<file path="config.mk">
export PLATFORM = sky130hd
export DESIGN_NAME = pipeline_run_controller
export DESIGN_NICKNAME = d
export VERILOG_FILES = /design/src/rtl/common_pkg.sv /design/src/rtl/pipeline_run_controller_sat_counter.sv /design/src/rtl/pipeline_run_controller.sv
export SDC_FILE = /design/constraint.sdc
export NUM_CORES = 1
export LEC_CHECK = 0
export CAP_MARGIN = 20
export CORE_ASPECT_RATIO = 1.2
export CORE_MARGIN = 4
export CORE_UTILIZATION = 57
export CTS_BUF_LIST = sky130_fd_sc_hd__clkbuf_8
export DETAILED_ROUTE_END_ITERATION = 12
export PLACE_DENSITY_LB_ADDON = 0.2
export SLEW_MARGIN = 20
export SYNTH_ARGS = -nofsm -noshare
export SYNTH_HDL_FRONTEND = slang
export SYNTH_HIERARCHICAL = 1
export SYNTH_SLANG_ARGS = --single-unit
export TNS_END_PERCENT = 30
</file>
<file path="constraint.sdc">
create_clock -name clk -period 4.82 [get_ports clk]
set_clock_uncertainty 0.15 [all_clocks]
set_input_delay 0.964 -clock clk [delete_from_list [all_inputs] [get_ports clk]]
set_output_delay 0.964 -clock clk [all_outputs]
set_load 0.05 [all_outputs]
</file>
<file path="src/rtl/common_pkg.sv">
// common_pkg: shared types for the run controller.
//   run_state_t - run controller state, also exported on the 'state' port.
package common_pkg;

  typedef enum logic [2:0] {
    LOAD   = 3'd0,
    FLUSH  = 3'd1,
    RUN    = 3'd2,
    STEP   = 3'd3,
    DRAIN  = 3'd4,
    HALTED = 3'd5
  } run_state_t;

endpackage

</file>
<file path="src/rtl/pipeline_run_controller_sat_counter.sv">
// sat_counter: W-bit up-counter with synchronous clear that sticks at all-ones.
//   clk, rst  - clock, synchronous active-high reset (count -> 0)
//   clr       - clear to 0 (wins over inc)
//   inc       - increment by one unless already all-ones
//   count     - registered count value
module sat_counter #(
  parameter int unsigned W = 32
) (
  input  logic         clk,
  input  logic         rst,
  input  logic         clr,
  input  logic         inc,
  output logic [W-1:0] count
);

  logic [W-1:0] count_q, count_d;

  always_comb begin
    count_d = count_q;
    if (clr) begin
      count_d = '0;
    end else if (inc && (count_q != '1)) begin
      count_d = count_q + W'(1);
    end
  end

  always_ff @(posedge clk) begin
    if (rst) begin
      count_q <= '0;
    end else begin
      count_q <= count_d;
    end
  end

  assign count = count_q;

endmodule

</file>
<file path="src/rtl/pipeline_run_controller.sv">
// pipeline_run_controller: sequences the five-stage core through program load,
// flush, free-run / single-step execution, drain and halt.
//   clk, rst            - clock, synchronous active-high reset
//   load_valid          - loader wrote an instruction word (aborts any run)
//   load_done           - program load complete pulse
//   step_mode, step_req - single-step select level and advance pulse
//   halt_req            - graceful stop request
//   retire_valid/_ebreak- WB retirement, and whether it is ebreak/ecall
//   core_rst, core_run, fetch_en, halted - registered pipeline controls/status
//   state               - current run_state_t
//   cycle_count, retire_count - saturating perf counters, cleared on flush
module pipeline_run_controller
  import common_pkg::*;
#(
  parameter int unsigned FLUSH_CYCLES = 5,
  parameter int unsigned DRAIN_CYCLES = 4,
  parameter int unsigned CNT_W        = 32
) (
  input  logic             clk,
  input  logic             rst,
  input  logic             load_valid,
  input  logic             load_done,
  input  logic             step_mode,
  input  logic             step_req,
  input  logic             halt_req,
  input  logic             retire_valid,
  input  logic             retire_ebreak,
  output logic             core_rst,
  output logic             core_run,
  output logic             fetch_en,
  output logic             halted,
  output logic [2:0]       state,
  output logic [CNT_W-1:0] cycle_count,
  output logic [CNT_W-1:0] retire_count
);

  localparam int unsigned CMAX = (FLUSH_CYCLES > DRAIN_CYCLES) ? FLUSH_CYCLES : DRAIN_CYCLES;
  localparam int unsigned DW   = $clog2(CMAX + 1);

  run_state_t    state_q, state_d;
  logic [DW-1:0] cnt_q, cnt_d;
  logic          core_rst_q, core_rst_d;
  logic          core_run_q, core_run_d;
  logic          fetch_en_q, fetch_en_d;
  logic          halted_q, halted_d;
  logic          perf_clr;
  logic          ebreak_hit;

  // Only an ebreak retiring in an advancing cycle is real; otherwise WB is stale.
  assign ebreak_hit = retire_valid & retire_ebreak & core_run_q;

  always_comb begin
    state_d  = state_q;
    cnt_d    = cnt_q;
    perf_clr = 1'b0;
    if (load_valid) begin
      state_d = LOAD;
    end else begin
      unique case (state_q)
        LOAD, HALTED: begin
          if (load_done) begin
            state_d  = FLUSH;
            cnt_d    = DW'(FLUSH_CYCLES - 1);
            perf_clr = 1'b1;
          end
        end
        FLUSH: begin
          if (cnt_q == '0) begin
            state_d = step_mode ? STEP : RUN;
          end else begin
            cnt_d = cnt_q - DW'(1);
          end
        end
        RUN, STEP: begin
          if (ebreak_hit) begin
            state_d = HALTED;
          end else if (halt_req) begin
            state_d = DRAIN;
            cnt_d   = DW'(DRAIN_CYCLES - 1);
          end else if ((state_q == RUN) && step_mode) begin
            state_d = STEP;
          end else if ((state_q == STEP) && !step_mode) begin
            state_d = RUN;
          end
        end
        DRAIN: begin
          if (ebreak_hit || (cnt_q == '0)) begin
            state_d = HALTED;
          end else begin
            cnt_d = cnt_q - DW'(1);
          end
        end
        default: state_d = LOAD;
      endcase
    end

    // Outputs are decoded from the next state so they are registered with it.
    // A step pulse is granted only when staying in STEP and no pulse is live.
    core_rst_d = (state_d == LOAD) || (state_d == FLUSH);
    core_run_d = (state_d == RUN) || (state_d == DRAIN) ||
                 ((state_d == STEP) && (state_q == STEP) && step_req && !core_run_q);
    fetch_en_d = (state_d == RUN) || (state_d == STEP);
    halted_d   = (state_d == HALTED);
  end

  always_ff @(posedge clk) begin
    if (rst) begin
      state_q    <= LOAD;
      cnt_q      <= '0;
      core_rst_q <= 1'b1;
      core_run_q <= 1'b0;
      fetch_en_q <= 1'b0;
      halted_q   <= 1'b0;
    end else begin
      state_q    <= state_d;
      cnt_q      <= cnt_d;
      core_rst_q <= core_rst_d;
      core_run_q <= core_run_d;
      fetch_en_q <= fetch_en_d;
      halted_q   <= halted_d;
    end
  end

  sat_counter #(.W(CNT_W)) u_cycle_cnt (
    .clk   (clk),
    .rst   (rst),
    .clr   (perf_clr),
    .inc   (core_run_q),
    .count (cycle_count)
  );

  sat_counter #(.W(CNT_W)) u_retire_cnt (
    .clk   (clk),
    .rst   (rst),
    .clr   (perf_clr),
    .inc   (core_run_q & retire_valid),
    .count (retire_count)
  );

  assign core_rst = core_rst_q;
  assign core_run = core_run_q;
  assign fetch_en = fetch_en_q;
  assign halted   = halted_q;
  assign state    = state_q;

endmodule

</file>
==> impl_metrics.yaml, run 1 <==
outcome:
  outcome: "completed"
clock_tree:
  cts_made_buffers: 9
  cts-resized-gates: 0
  cts.sinks: 74
  clk_latency_ps: 350
  cts_tree: "yes"
  root_buffer: "clkbuf_8"
  clk_pin_slew_ps: 70
  cts_setup_buffers: 0
  postCtsHoldBufs: 0
  ctsHtreeMaxLevel: 3
  cts_buffer_depth: 2
finish:
  diodes: 0
  nets: 555
  layout_common_cells: "clkdlybuf4s50_1, dfxtp_1, nor2_1"
  drive_gt1_share_pct: 6.76
  utilization_pct: 75.5
  final_common_cell: "clkdlybuf4s50_1"
  layout.cells.non_filler: 632
  area_growth_pct: 26.4
  stdcell_area_um2: 4930
hold_path:
  min_path_type: "reg -> reg"
sta:
  slew_viol_final: 0
  worst_pin_slew_ps: 793
  hold_viol: 0
  period_minus_slack_ps: 3130
  rsz0062_at_grt: "no"
  setup_viol: 0
  max_freq_ghz: 0.320
  fin_crit_sh_pct: 64.9
  fin_setup_tns_ps: 0
  max-slew-margin-rel_pct: 46.4
logic_synthesis:
  ys_ff_latch: 74
  seq_area_frac_synth_pct: 38.0
  synth_ff_type: "dfxtp_1"
  synth_edf_count: 0
  yosys.cell_types.count: 53
  netlist_area_um2: 3900
  synth_nets: 485
  yosys-top-cells-area: "dfxtp_1, a21oi_1, or3_1, nor2_1, nand2_1"
  ys_warn_count: 6
  syn_inst: 472
  synth_top_area_cell: "dfxtp_1"
  yosysTopAreaCellShare_pct: 38.0
  syn-mean-instance-area_um2: 8.26
  ys_async_sr_fraction_pct: 0
routing:
  wl_per_cell_um: 15.2
  drt-total-wl_um: 9580
  drt-pass1-iter-count: 5
  drt_iter0_drc: 202
  vias: 3913
  post_drt_via_cell_ratio: 6.19
  drc: 0
  detail-route-antenna-nets: 0
floorplanning:
  row_count: 32
  floorplan.initialDensity_pct: 59.7
  ios: 80
  core_area_um2: 6530
  die_w_um: 83.5
  die_h_um: 98.6
  design.die.area_um2: 8230
power:
  powerDensity_nw_per_um2: 247
  p_leak_nw: 1.55
  peakVddDrop_v: 0.000181
grt:
  overflow: 0
  first_global_vias: 3700
  grt_start_max_net_pins: 31
  grt_pass1_wl_um: 16400
  grt_usage_pct: 23.6
  antenna_found_initial: 0
flow_run:
  max_cap_violations: 0
place:
  port_buffers: 79
  dpl.hpwl_um: 6800
  gp_congestion: 0.888
  place_area_um2: 4700
  dpl.cell_count: 616
worst_setup_path:
  crit_fanout: 6
  cp-end-kind: "flop"
  crit_type: "in -> reg"
  worst_ep_required_time_ps: 4940
  worstPathArrival_ps: 3250
  start_kind: "input port"
-- logic make-up after synthesis --
kind of cell    share of synthesized area (%)
simple gates                             31.0
compound gates                           21.1
flops                                    38.0
buf+inv                                  4.20
xor+xnor                                 4.08
fa+ha+maj                                1.28
mux                                     0.257
-- layer usage --
metal / wire [um] / vias up / track usage (%)
li1: - / 1916 / -
met1: 4050 / 1838 / 28.9
met2: 4800 / 140 / 40.7
met3: 542 / 19 / 4.93
met4: 185 / 0 / 9.53
met5: 0 / - / 0
-- metrics by stage --
| step | worst slack [ps] | power (mW) | hold slack (ps) |
|---|---|---|---|
| after floorplan | 2020 | 0.680 | 307 |
| after global placement | 1420 | 0.697 | 325 |
| after detailed placement | 1370 | 0.698 | 340 |
| after CTS | 1730 | 1.23 | 351 |
| after global routing | 1620 | 1.26 | 385 |
| final | 1690 | 1.22 | 349 |
-- synth_stat cells, types with 8 or more instances --
library cell and instances:
nand3_1 26, a21oi_1 39, buf_2 8, nor2_1 41
nand4_1 18, or3_1 31, a31oi_1 8, inv_1 14
o21ai_0 23, o21ai_1 10, nor3_1 10, dfxtp_1 74
clkbuf_1 10, nand2_1 39, xnor2_1 10, nor4_1 10
or4_1 8
-- where the power goes --
| part | internal [mW] | switching [mW] | total, mW |
|---|---|---|---|
| registers | 0.614 | 0.00503 | 0.619 |
| logic | 0.0239 | 0.0414 | 0.0653 |
| clock network | 0.302 | 0.229 | 0.531 |
-- critical path, stage by stage --
cell and delay, ps:
clkdlybuf4s50_1 500, and2_1 300, nand4_1 130, or4_4 450, or4_4 450, or3_1 320, a21oi_1 140
-- cell type report --
type	instances	area (um2)
Clock inverter	6	82.6
Clock buffer	10	138
Sequential cell	74	1480
Inverter	14	52.6
Multi-Input combinational cell	363	2270
Tap cell	85	106
Fill cell	483	1600
Timing Repair Buffer	80	798
-- state kept, by name (all words and copies together), names as in the netlist --
name,count
cnt_q,3
core_rst,1
core_run,1
fetch_en,1
halted,1
state,3
u_cycle_cnt/count,32
u_retire_cnt/count,32
-- worst paths after layout --
check	startpoint	endpoint	slack, ps	cells past startpoint
setup / recovery	retire_valid	u_retire_cnt/count[30]	1690	7
hold / removal	cnt_q[2]	cnt_q[2]	350	2
setup reg to reg	u_retire_cnt/count[8]	u_retire_cnt/count[31]	2090	5
hold reg to reg	cnt_q[2]	cnt_q[2]	350	2
Power figures use the tool's default switching activity.
==> run 2: changes to the inputs <==
- CORE_UTILIZATION: 57 -> 48
- clock period: 4.82 -> 2.85 ns (I/O delays scaled with it)
==> run 2 against run 1 <==
Effect of this change:
- final cell count up 7.6%
- sequential cell count unchanged
- die area up 17%
- critical path depth down 6
- cell area up 6.1%
- combinational power up 96%
- total power up 68%
- wire length up 8.2%
- critical endpoint is now state[0]
- highest routed layer unchanged
==> impl_metrics.yaml, run 2 (synthesis results as in run 1) <==
sta:
  hold_viol: 0
  worst_pin_slew_ps: 640
  rsz0062_at_grt: "no"
  max-slew-margin-rel_pct: 56.9
  layout_setup_ws_ps: 205
  max_freq_ghz: 0.378
  slew_viol_final: 0
  holdWs_ps: 349
  setup_viol: 0
  period_minus_slack_ps: 2640
  fin_crit_sh_pct: 92.8
grt:
  first_global_vias: 3795
  grt_pass1_wl_um: 17200
  grt_usage_pct: 21.3
  overflow: 0
  antenna_found_initial: 0
  grt_start_max_net_pins: 17
place:
  port_buffers: 79
  dpl.cell_count: 665
  gp_congestion: 0.876
  dpl.hpwl_um: 7690
  place_area_um2: 5020
  place_ws_ps: -32.9
floorplanning:
  die_h_um: 107
  design.die.area_um2: 9630
  row_count: 35
  die_w_um: 90.3
  core_area_um2: 7790
  ios: 80
  floorplan.initialDensity_pct: 50.0
worst_setup_path:
  cp_top_family: "buffers and inverters"
  crit_fanout: 13
  cp-end-kind: "primary output"
  rrSetupSlack_ps: 370
  slowest_stage: "clkdlybuf4s50_1"
  reg2reg_to: "u_cycle_cnt/count[31]"
  ff2ff_path_depth: 6
  critical_path_buf_inv_count: 1
  worstPathArrival_ps: 1920
  cp_cell_sequence: "clkdlybuf4s50_1"
  crit_type: "reg -> out"
  r2r-start: "u_cycle_cnt/count[8]"
  slowest_delay_ps: 910
  start_kind: "flop"
  worst_ep_required_time_ps: 2130
clock_tree:
  cts_tree: "yes"
  clk_latency_ps: 340
  ctsHtreeMaxLevel: 3
  cts.sinks: 74
  clk_pin_slew_ps: 80
  cts_setup_buffers: 0
  root_buffer: "clkbuf_8"
  cts_made_buffers: 9
  cts_buffer_depth: 2
finish:
  final_common_cell: "clkdlybuf4s50_1"
  fillers: 669
  stdcell_area_um2: 5230
  multi_input_area_um2: 2260
  diodes: 0
  layout_common_cells: "clkdlybuf4s50_1, dfxtp_1, buf_4"
  nets: 597
  layout.cells.non_filler: 680
  regArea_um2: 1480
  area_growth_pct: 34.2
  drive_gt1_share_pct: 13.1
outcome:
  outcome: "completed"
hold_path:
  min_path_type: "reg -> reg"
  worstHoldEndpoint: "cnt_q[2]"
  holdPathStages: 2
  hp-start: "cnt_q[2]"
routing:
  wl_per_cell_um: 15.2
  drc: 0
  post_drt_via_cell_ratio: 5.98
  vias: 4064
  drt_iter0_drc: 158
  drt-pass1-iter-count: 5
  drt-total-wl_um: 10400
  detail-route-antenna-nets: 0
flow_run:
  max_cap_violations: 0
power:
  peakVddDrop_v: 0.000245
  p_leak_nw: 1.75
  powerDensity_nw_per_um2: 390
==> run 2: power by group <==
group | internal, mW | switching [mW] | total, mW
clock | 0.483 | 0.382 | 0.865
combinational | 0.0528 | 0.0749 | 0.128
sequential | 1.04 | 0.00807 | 1.05
==> run 2: timing repair <==
action                     4_1_cts  5_1_grt
gates resized for setup          0        1
hold buffers                     0        0
setup endpoints to repair        0        1
==> run 2: metal layers <==
layer  global-route usage [%]  up-vias  wire length [um]
li1                         -     2019                 -
met1                     25.1     1895              4480
met2                     37.7      122              5150
met3                     3.51       28               445
met4                     10.3        0               289
met5                        0        -                 0
==> run 2: layout make-up <==
class,count,share of cell area [%]
multi-input cells,363,43.2
well taps,92,2.20
clock buffers,9,2.37
clock inverters,6,1.60
repair buffers,122,21.3
inverters,14,1.00
flip-flops and latches,74,28.3
==> run 2: through the flow <==
stage	utilization [%]	total power [mW]	setup TNS (ps)
global placement	64.3	1.19	-12.1
CTS	67.0	2.07	0
floorplan	-	1.15	0
global route	67.1	2.11	0
detailed placement	64.3	1.20	-50.5
finish	67.1	2.04	0
==> run 2: how the worst max path moves through the flow <==
stage / start / cells past startpoint / end / slack [ps]
2_1_floorplan: core_run / 6 / u_retire_cnt/count[26] / 150
3_3_place_gp: retire_valid / 7 / u_retire_cnt/count[26] / -10
3_5_place_dp: retire_valid / 7 / u_retire_cnt/count[30] / -30
4_1_cts: u_retire_cnt/count[25] / 6 / u_retire_cnt/count[17] / 180
5_1_grt: state[0] / 1 / state[0] / 140
6_report: state[0] / 1 / state[0] / 210
